==> config.mk <==
export PLATFORM = sky130hd
export DESIGN_NAME = xm23_clock_control
export DESIGN_NICKNAME = d
export VERILOG_FILES = /design/src/rtl/xm23_clock_control.sv
export SDC_FILE = /design/constraint.sdc
export NUM_CORES = 1
export LEC_CHECK = 0
export CAP_MARGIN = 20
export CORE_ASPECT_RATIO = 0.8
export CORE_MARGIN = 4
export CORE_UTILIZATION = 54
export CTS_BUF_LIST = sky130_fd_sc_hd__clkbuf_16
export DETAILED_ROUTE_END_ITERATION = 8
export GPL_TIMING_DRIVEN = 0
export PLACE_DENSITY = 0.8
export SLEW_MARGIN = 20
export SYNTH_ARGS = -nofsm -noshare
export SYNTH_HDL_FRONTEND = slang
export SYNTH_SLANG_ARGS = --single-unit
==> constraint.sdc <==
create_clock -name clk_in -period 4.5 [get_ports clk_in]
set_input_delay 1.35 -clock clk_in [delete_from_list [all_inputs] [get_ports clk_in]]
set_output_delay 1.35 -clock clk_in [all_outputs]
set_load 0.01 [all_outputs]
==> src/rtl/xm23_clock_control.sv <==
// xm23_clock_control: divides clk_in into the XM23 CPU clock, releases the PC init force, counts CPU cycles until the finish instruction
//
// Ports:
//   clk_in      board clock, every state change happens on its rising edge
//   init        synchronous active-high reset, highest priority
//   speed       selects the half-period entry of DIV_TABLE
//   run         1 = free-run, 0 = paused / single-step (step build only)
//   step        step request level (step build only)
//   inst        instruction currently fetched, sampled on every CPU rise
//   clk_out     registered divided CPU clock
//   rise_pulse  high in the first clk_in cycle that clk_out reads 1
//   pc_force    holds the init fetch address until the first CPU rise
//   led         toggles on every CPU rise
//   halted      sticky, finish instruction seen on a rise
//   cycle_count saturating count of CPU rises before halt
//   overflow    sticky, increment attempted at saturation
//
// Build option: define XM23_CLKCTL_STEP_EN for run/step single-step control;
// without it run and step are ignored and the divider free-runs.
module xm23_clock_control #(
    parameter int                          NUM_SPEEDS  = 4,
    parameter int                          DIV_W       = 32,
    parameter logic [NUM_SPEEDS*DIV_W-1:0] DIV_TABLE   = {32'd3, 32'd250_000, 32'd2_500_000, 32'd25_000_000},
    parameter int                          CNT_W       = 64,
    parameter logic [15:0]                 FINISH_INST = 16'h3FFF
) (
    input  logic                          clk_in,
    input  logic                          init,
    input  logic [$clog2(NUM_SPEEDS)-1:0] speed,
    input  logic                          run,
    input  logic                          step,
    input  logic [15:0]                   inst,
    output logic                          clk_out,
    output logic                          rise_pulse,
    output logic                          pc_force,
    output logic                          led,
    output logic                          halted,
    output logic [CNT_W-1:0]              cycle_count,
    output logic                          overflow
);
    logic [DIV_W-1:0] cnt_q, cnt_d, div_q, div_d, div_sel;
    logic             clk_out_q, clk_out_d, rise_pulse_q, rise_pulse_d, pc_force_q, pc_force_d;
    logic             led_q, led_d, halted_q, halted_d, overflow_q, overflow_d;
    logic [CNT_W-1:0] cycle_count_q, cycle_count_d;
    logic             active, drain, en, term, toggle, rise;

    assign div_sel = DIV_TABLE[DIV_W*speed +: DIV_W];
    // once nothing keeps the divider active, a high half still runs to its
    // fall and a low half runs out its count, but never toggles upward
    assign drain  = !active && (clk_out_q || cnt_q != '0);
    assign en     = active || drain;
    assign term   = cnt_q == div_q - 1'b1;
    assign toggle = en && term && (active || clk_out_q);
    assign rise   = toggle && !clk_out_q;

`ifdef XM23_CLKCTL_STEP_EN
    typedef enum logic [1:0] {IDLE, HIGH, LOW} step_e;
    step_e state_q, state_d;
    logic  step_q;

    // a step only starts from a fully stopped divider so HIGH always sees a rise next
    always_comb begin
        state_d = state_q;
        case (state_q)
            IDLE:    if (!run && step && !step_q && !clk_out_q && cnt_q == '0) state_d = HIGH;
            HIGH:    if (toggle) state_d = run ? IDLE : LOW;
            LOW:     if (toggle) state_d = IDLE;
            default: state_d = IDLE;
        endcase
    end

    assign active = run || state_q != IDLE;

    always_ff @(posedge clk_in) begin
        if (init) begin
            state_q <= IDLE;
            step_q  <= 1'b0;
        end else begin
            state_q <= state_d;
            step_q  <= step;
        end
    end
`else
    logic unused_ok;
    assign unused_ok = run ^ step;
    assign active    = 1'b1;
`endif

    always_comb begin
        cnt_d         = en ? (term ? '0 : cnt_q + 1'b1) : cnt_q;
        div_d         = (en && term) ? div_sel : div_q;
        clk_out_d     = toggle ? !clk_out_q : clk_out_q;
        rise_pulse_d  = rise;
        pc_force_d    = rise ? 1'b0 : pc_force_q;
        led_d         = rise ? !led_q : led_q;
        halted_d      = halted_q;
        overflow_d    = overflow_q;
        cycle_count_d = cycle_count_q;
        if (rise) begin
            if (inst == FINISH_INST) halted_d = 1'b1;
            else if (!halted_q) begin
                if (&cycle_count_q) overflow_d = 1'b1;
                else cycle_count_d = cycle_count_q + 1'b1;
            end
        end
    end

    always_ff @(posedge clk_in) begin
        if (init) begin
            cnt_q         <= '0;
            div_q         <= div_sel;
            clk_out_q     <= 1'b0;
            rise_pulse_q  <= 1'b0;
            pc_force_q    <= 1'b1;
            led_q         <= 1'b0;
            halted_q      <= 1'b0;
            overflow_q    <= 1'b0;
            cycle_count_q <= '0;
        end else begin
            cnt_q         <= cnt_d;
            div_q         <= div_d;
            clk_out_q     <= clk_out_d;
            rise_pulse_q  <= rise_pulse_d;
            pc_force_q    <= pc_force_d;
            led_q         <= led_d;
            halted_q      <= halted_d;
            overflow_q    <= overflow_d;
            cycle_count_q <= cycle_count_d;
        end
    end

    assign clk_out     = clk_out_q;
    assign rise_pulse  = rise_pulse_q;
    assign pc_force    = pc_force_q;
    assign led         = led_q;
    assign halted      = halted_q;
    assign cycle_count = cycle_count_q;
    assign overflow    = overflow_q;
endmodule

# Word-level counts from Yosys, hierarchy flattened

Cells that the tools add are included.

Register bits after elaboration: 134
Output and inout port bits: 70
Logic and storage cells: 29

$add $sub $neg: 3
Equality and inequality tests: 2
Shift-type cells: 1
Mux-type cells: 2
Bitwise logic cells: 3
Reduce and logical (&&, ||, !) cells: 9

Operators by type and width:

| operator                                                                        | number |
|---|---|
| 128-bit by 8-bit variable part select with 32-bit output (first input constant) | 1 |
| 67-bit AND reduction                                                            | 1 |
| 64-bit by 1-bit adder with 64-bit output (second input constant)                | 1 |
| 32-bit two-way mux                                                              | 2 |
| 64-bit AND reduction                                                            | 1 |
| 32-bit by 1-bit adder with 32-bit output (second input constant)                | 1 |
| 32-bit equality test                                                            | 1 |
| 32-bit by 1-bit subtractor with 32-bit output (second input constant)           | 1 |
| 16-bit by 14-bit equality test with 1-bit output (second input constant)        | 1 |
| 4-bit AND reduction                                                             | 1 |
| 1-bit inverter                                                                  | 3 |
| 1-bit zero test                                                                 | 2 |
| 2-bit AND reduction                                                             | 1 |
| 2-bit nonzero test                                                              | 1 |
| 2-bit OR reduction                                                              | 1 |
| 1-bit logical AND                                                               | 1 |

# Depth between registers and ports, before layout

Depth after elaboration: 4
Gate-level depth with buffers: 13
Gate-level depth less buffers: 9

# Worst setup path after synthesis

No wires, ideal clock.

Kind: input port to flip-flop
Start point: input inst[14]
End point: register cycle_count_q[53], in the netlist cycle_count[53]
Library setup time: 0.121 ns
Data arrival time: 3.254 ns
Path slack: 1.125 ns
Cell stages on the path: 7
Cell sequence: nand4b_1 nor4_1 or3_1 a2111oi_0 nand2_1 nor3_1 mux2_2

Longest elaborated chain between the ends: 3

RTL lines:

| what                                             | RTL line | RTL |
|---|---|---|
| start: declaration                               | 32       | `input logic [15:0] inst,` |
| 16-bit by 14-bit equality test with 1-bit output | 100      | `if (inst == FINISH_INST) halted_d = 1'b1;` |
| 1-bit inverter (no source line)                  | n/a      |  |
| 4-bit AND reduction (no source line)             | n/a      |  |
| end signal: assignment                           | 128      | `cycle_count_q <= cycle_count_d;` |
| end: declaration                                 | 44       | `logic [CNT_W-1:0] cycle_count_q, cycle_count_d;` |

No other way between the ends.
A chain may end at the register's enable or synchronous reset.

# Worst setup path after layout

Start point: input inst[15]
End point: register cycle_count_q[20], in the netlist cycle_count[20]

Same word-level chain as after synthesis.

==> impl_metrics.py <==
metrics = {
    "clocking": {
        "cts_hold_buf": 0,
        "cts_resized": 0,
        "worstSkewPairLatency_ps": 350,
        "cts_tree": "yes",
        "numCtsBuffers": 9,
        "cts_root_buf": "clkbuf_16",
        "cts_setup_buffers": 0,
        "cts_buffer_depth": 2,
        "h-tree-depth": 3,
        "clock_sinks": 109,
        "clkTransAtPathRegs_ps": 70,
    },
    "worst_setup_path": {
        "cp-start-kind": "primary input",
        "worstReg2RegStart": "div_q[1]",
        "r2r_slack_ps": 570,
        "crit_path_end_kind": "flip-flop",
        "r2r_end": "div_q[10]",
        "cp_max_fo": 10,
        "path_class": "in -> reg",
        "worstPathRequired_ps": 4750,
        "worstRegToRegCells": 11,
        "critPathArrivalTime_ps": 4390,
    },
    "sta": {
        "drv_slew": 0,
        "tns_ps": 0,
        "relSlewSlack_pct": 38.6,
        "fin_crit_ps": 4140,
        "hold_viol": 0,
        "setup_viol": 0,
        "period_share_pct": 92.0,
        "rsz0062_at_grt": "no",
        "worstMarginPinSlew_ps": 913,
        "skew_ps": 8.72,
        "max_clock_freq_mhz": 241,
    },
    "synthesis": {
        "synth_cells": 718,
        "synthFlopType": "dfxtp_1",
        "ys_warn_count": 0,
        "synth_top_area_share_pct": 34.9,
        "netlist_top_cells_area": "dfxtp_1 (35%), nor2_1 (6.2%), mux2_2 (4.6%)",
        "async_flop_share_pct": 0,
        "ys_types": 50,
        "yosys.area.top_type": "dfxtp_1",
        "synth_edf_count": 7,
        "syn_area_sq_um": 5840,
        "syn_avg_cell_area_sq_um": 8.14,
        "ys_ff_latch": 109,
        "ys_seq_area_share_pct": 38.5,
        "syn_nets": 743,
    },
    "floorplan": {
        "die-area_sq_um": 12600,
        "start_util_pct": 56.2,
        "ios": 92,
        "core_area_sq_um": 10400,
        "die_x_um": 124,
        "die_h_um": 101,
        "row_count": 33,
    },
    "placed_design": {
        "dpl_cell_area_sq_um": 6900,
        "gp_congestion": 0.965,
        "dp_hpwl_um": 12800,
        "port_buffers": 88,
    },
    "global_routing": {
        "overflow": 0,
        "grt_max_degree": 17,
        "grt_pass1_vias": 5632,
        "grt_usage_pct": 28.3,
        "grt_pass1_wl_um": 28900,
        "grt_antenna_before_repair": 0,
    },
    "worst_hold_path": {
        "hp-class": "reg -> reg",
        "min_to": "pc_force",
        "min-delay-start": "pc_force",
        "hold_path_depth": 1,
    },
    "flow_run": {
        "max_cap_violations": 0,
    },
    "power": {
        "power_density_nw_per_um2": 260,
        "p_leak_nw": 2.25,
        "peakVddDrop_mv": 0.226,
    },
    "detailed_routing": {
        "via_per_inst": 6.26,
        "drt_iter0_markers": 670,
        "dr.pass1.iters": 6,
        "vias": 6021,
        "finalWirelength_um": 17700,
        "drc": 0,
        "ant_nets": 0,
        "wire_per_inst_um": 18.4,
    },
    "finish": {
        "drive_gt1_share_pct": 6.93,
        "n_fill_cell": 868,
        "nets": 842,
        "multiInputGateArea_sq_um": 3320,
        "antenna_cells": 0,
        "regArea_sq_um": 2250,
        "area_delta_synth_final_pct": 22.9,
        "finalInstanceArea_sq_um": 7180,
    },
    "run_status": {
        "outcome": "complete, no violations",
    },
}
==> power breakdown <==
part           internal [mW]  switching [mW]  leakage (nW)  total [mW]
sequential             0.981         0.00647         0.891       0.987
clock                  0.423           0.357         0.141       0.781
combinational         0.0399          0.0600          1.22      0.0999
total                   1.44           0.424          2.25        1.87
==> cells in the mapped netlist (17+ instances only) <==
master    number
nor4_1        29
nand2_1       52
nor2b_1       21
o21ai_0       21
inv_1         21
or3_1         22
dfxtp_1      102
nand4_1       35
nand3_1       41
xor2_1        22
or4_1         17
xnor2_1       21
clkbuf_1      26
nor2_1        96
mux2_2        24
a21oi_1       41
==> cell families after synthesis <==
family | after synthesis | share of synthesized area, %
buffers and inverters | 62 | 4.58
AO/OA/AOI/OAI | 110 | 11.8
flip-flops | 109 | 38.5
multiplexers | 24 | 4.63
XOR/XNOR | 43 | 6.45
adder cells (fa/ha/maj) | 3 | 0.642
AND/OR/NAND/NOR | 367 | 33.3
==> worst max-delay path: stages <==
cell,delay (ps)
clkdlybuf4s50_1,450
nand4b_1,110
nor4_1,70
or3_1,390
a21oi_1,230
clkbuf_1,460
buf_1,530
nand2_1,220
nor3_1,210
mux2_2,360
==> placed cells by master (no fill, tap or decap), drive strengths merged, types with 4 or more instances in the layout <==
| master | instances |
|---|---|
| nor2b | 21 |
| nand3 | 41 |
| or4 | 17 |
| nand4 | 35 |
| and4 | 6 |
| clkinv | 6 |
| o31ai | 14 |
| o211ai | 5 |
| nor3 | 18 |
| nand2 | 52 |
| inv | 21 |
| edfxtp | 7 |
| xor2 | 22 |
| o31a | 6 |
| o21ai | 21 |
| buf | 15 |
| nand2b | 4 |
| nor4 | 30 |
| and3 | 11 |
| mux2 | 24 |
| dfxtp | 102 |
| clkdlybuf4s50 | 88 |
| clkbuf | 35 |
| nor2 | 96 |
| o21a | 7 |
| or3 | 22 |
| xnor2 | 21 |
| a21oi | 41 |
==> how the worst max path moves through the flow <==
stage | startpoint | to | slack [ps] | cells after the start
4_1_cts | inst[15] | cycle_count[20] | 450 | 10
3_5_place_dp | inst[15] | cycle_count[20] | 70 | 10
5_1_grt | inst[14] | cycle_count[20] | 230 | 10
6_report | inst[15] | cycle_count[20] | 360 | 10
3_3_place_gp | inst[15] | cycle_count[20] | 140 | 10
2_1_floorplan | inst[14] | cycle_count[53] | 1130 | 7
==> through the flow <==
step	instances	hold WS [ps]	utilization [%]	total power [mW]	setup WS, ps
3_3_place_gp	946	443	66.3	1.10	136
6_report	962	468	69.0	1.87	358
3_5_place_dp	946	456	66.3	1.11	71.6
2_1_floorplan	718	449	-	1.07	1130
5_1_grt	962	480	69.0	1.92	228
4_1_cts	962	472	69.0	1.87	450
==> layer usage <==
metal	track usage, %	part of all wire (%)	vias to the layer above
met5	0	0	-
met4	10.6	2.3	0
met3	8.74	11	41
met2	42.3	43	349
met1	38.5	44	2831
li1	-	-	2800
==> state kept, by name, summed over array words and instances, names as in the netlist <==
signal and flops:
cnt_q 32, overflow 1, clk_out 1, div_q 7, cycle_count 64, led 1
rise_pulse 1, pc_force 1, halted 1
==> cell type report <==
class | count | share of cell area [%]
clock inverter | 7 | 0.784
tap | 140 | 2.44
sequential | 109 | 31.4
timing repair buffer | 88 | 12.3
clock buffer | 9 | 3.14
buffer | 41 | 2.63
multi-input combinational | 547 | 46.3
inverter | 21 | 1.10
(Power assumes the default switching activity.)
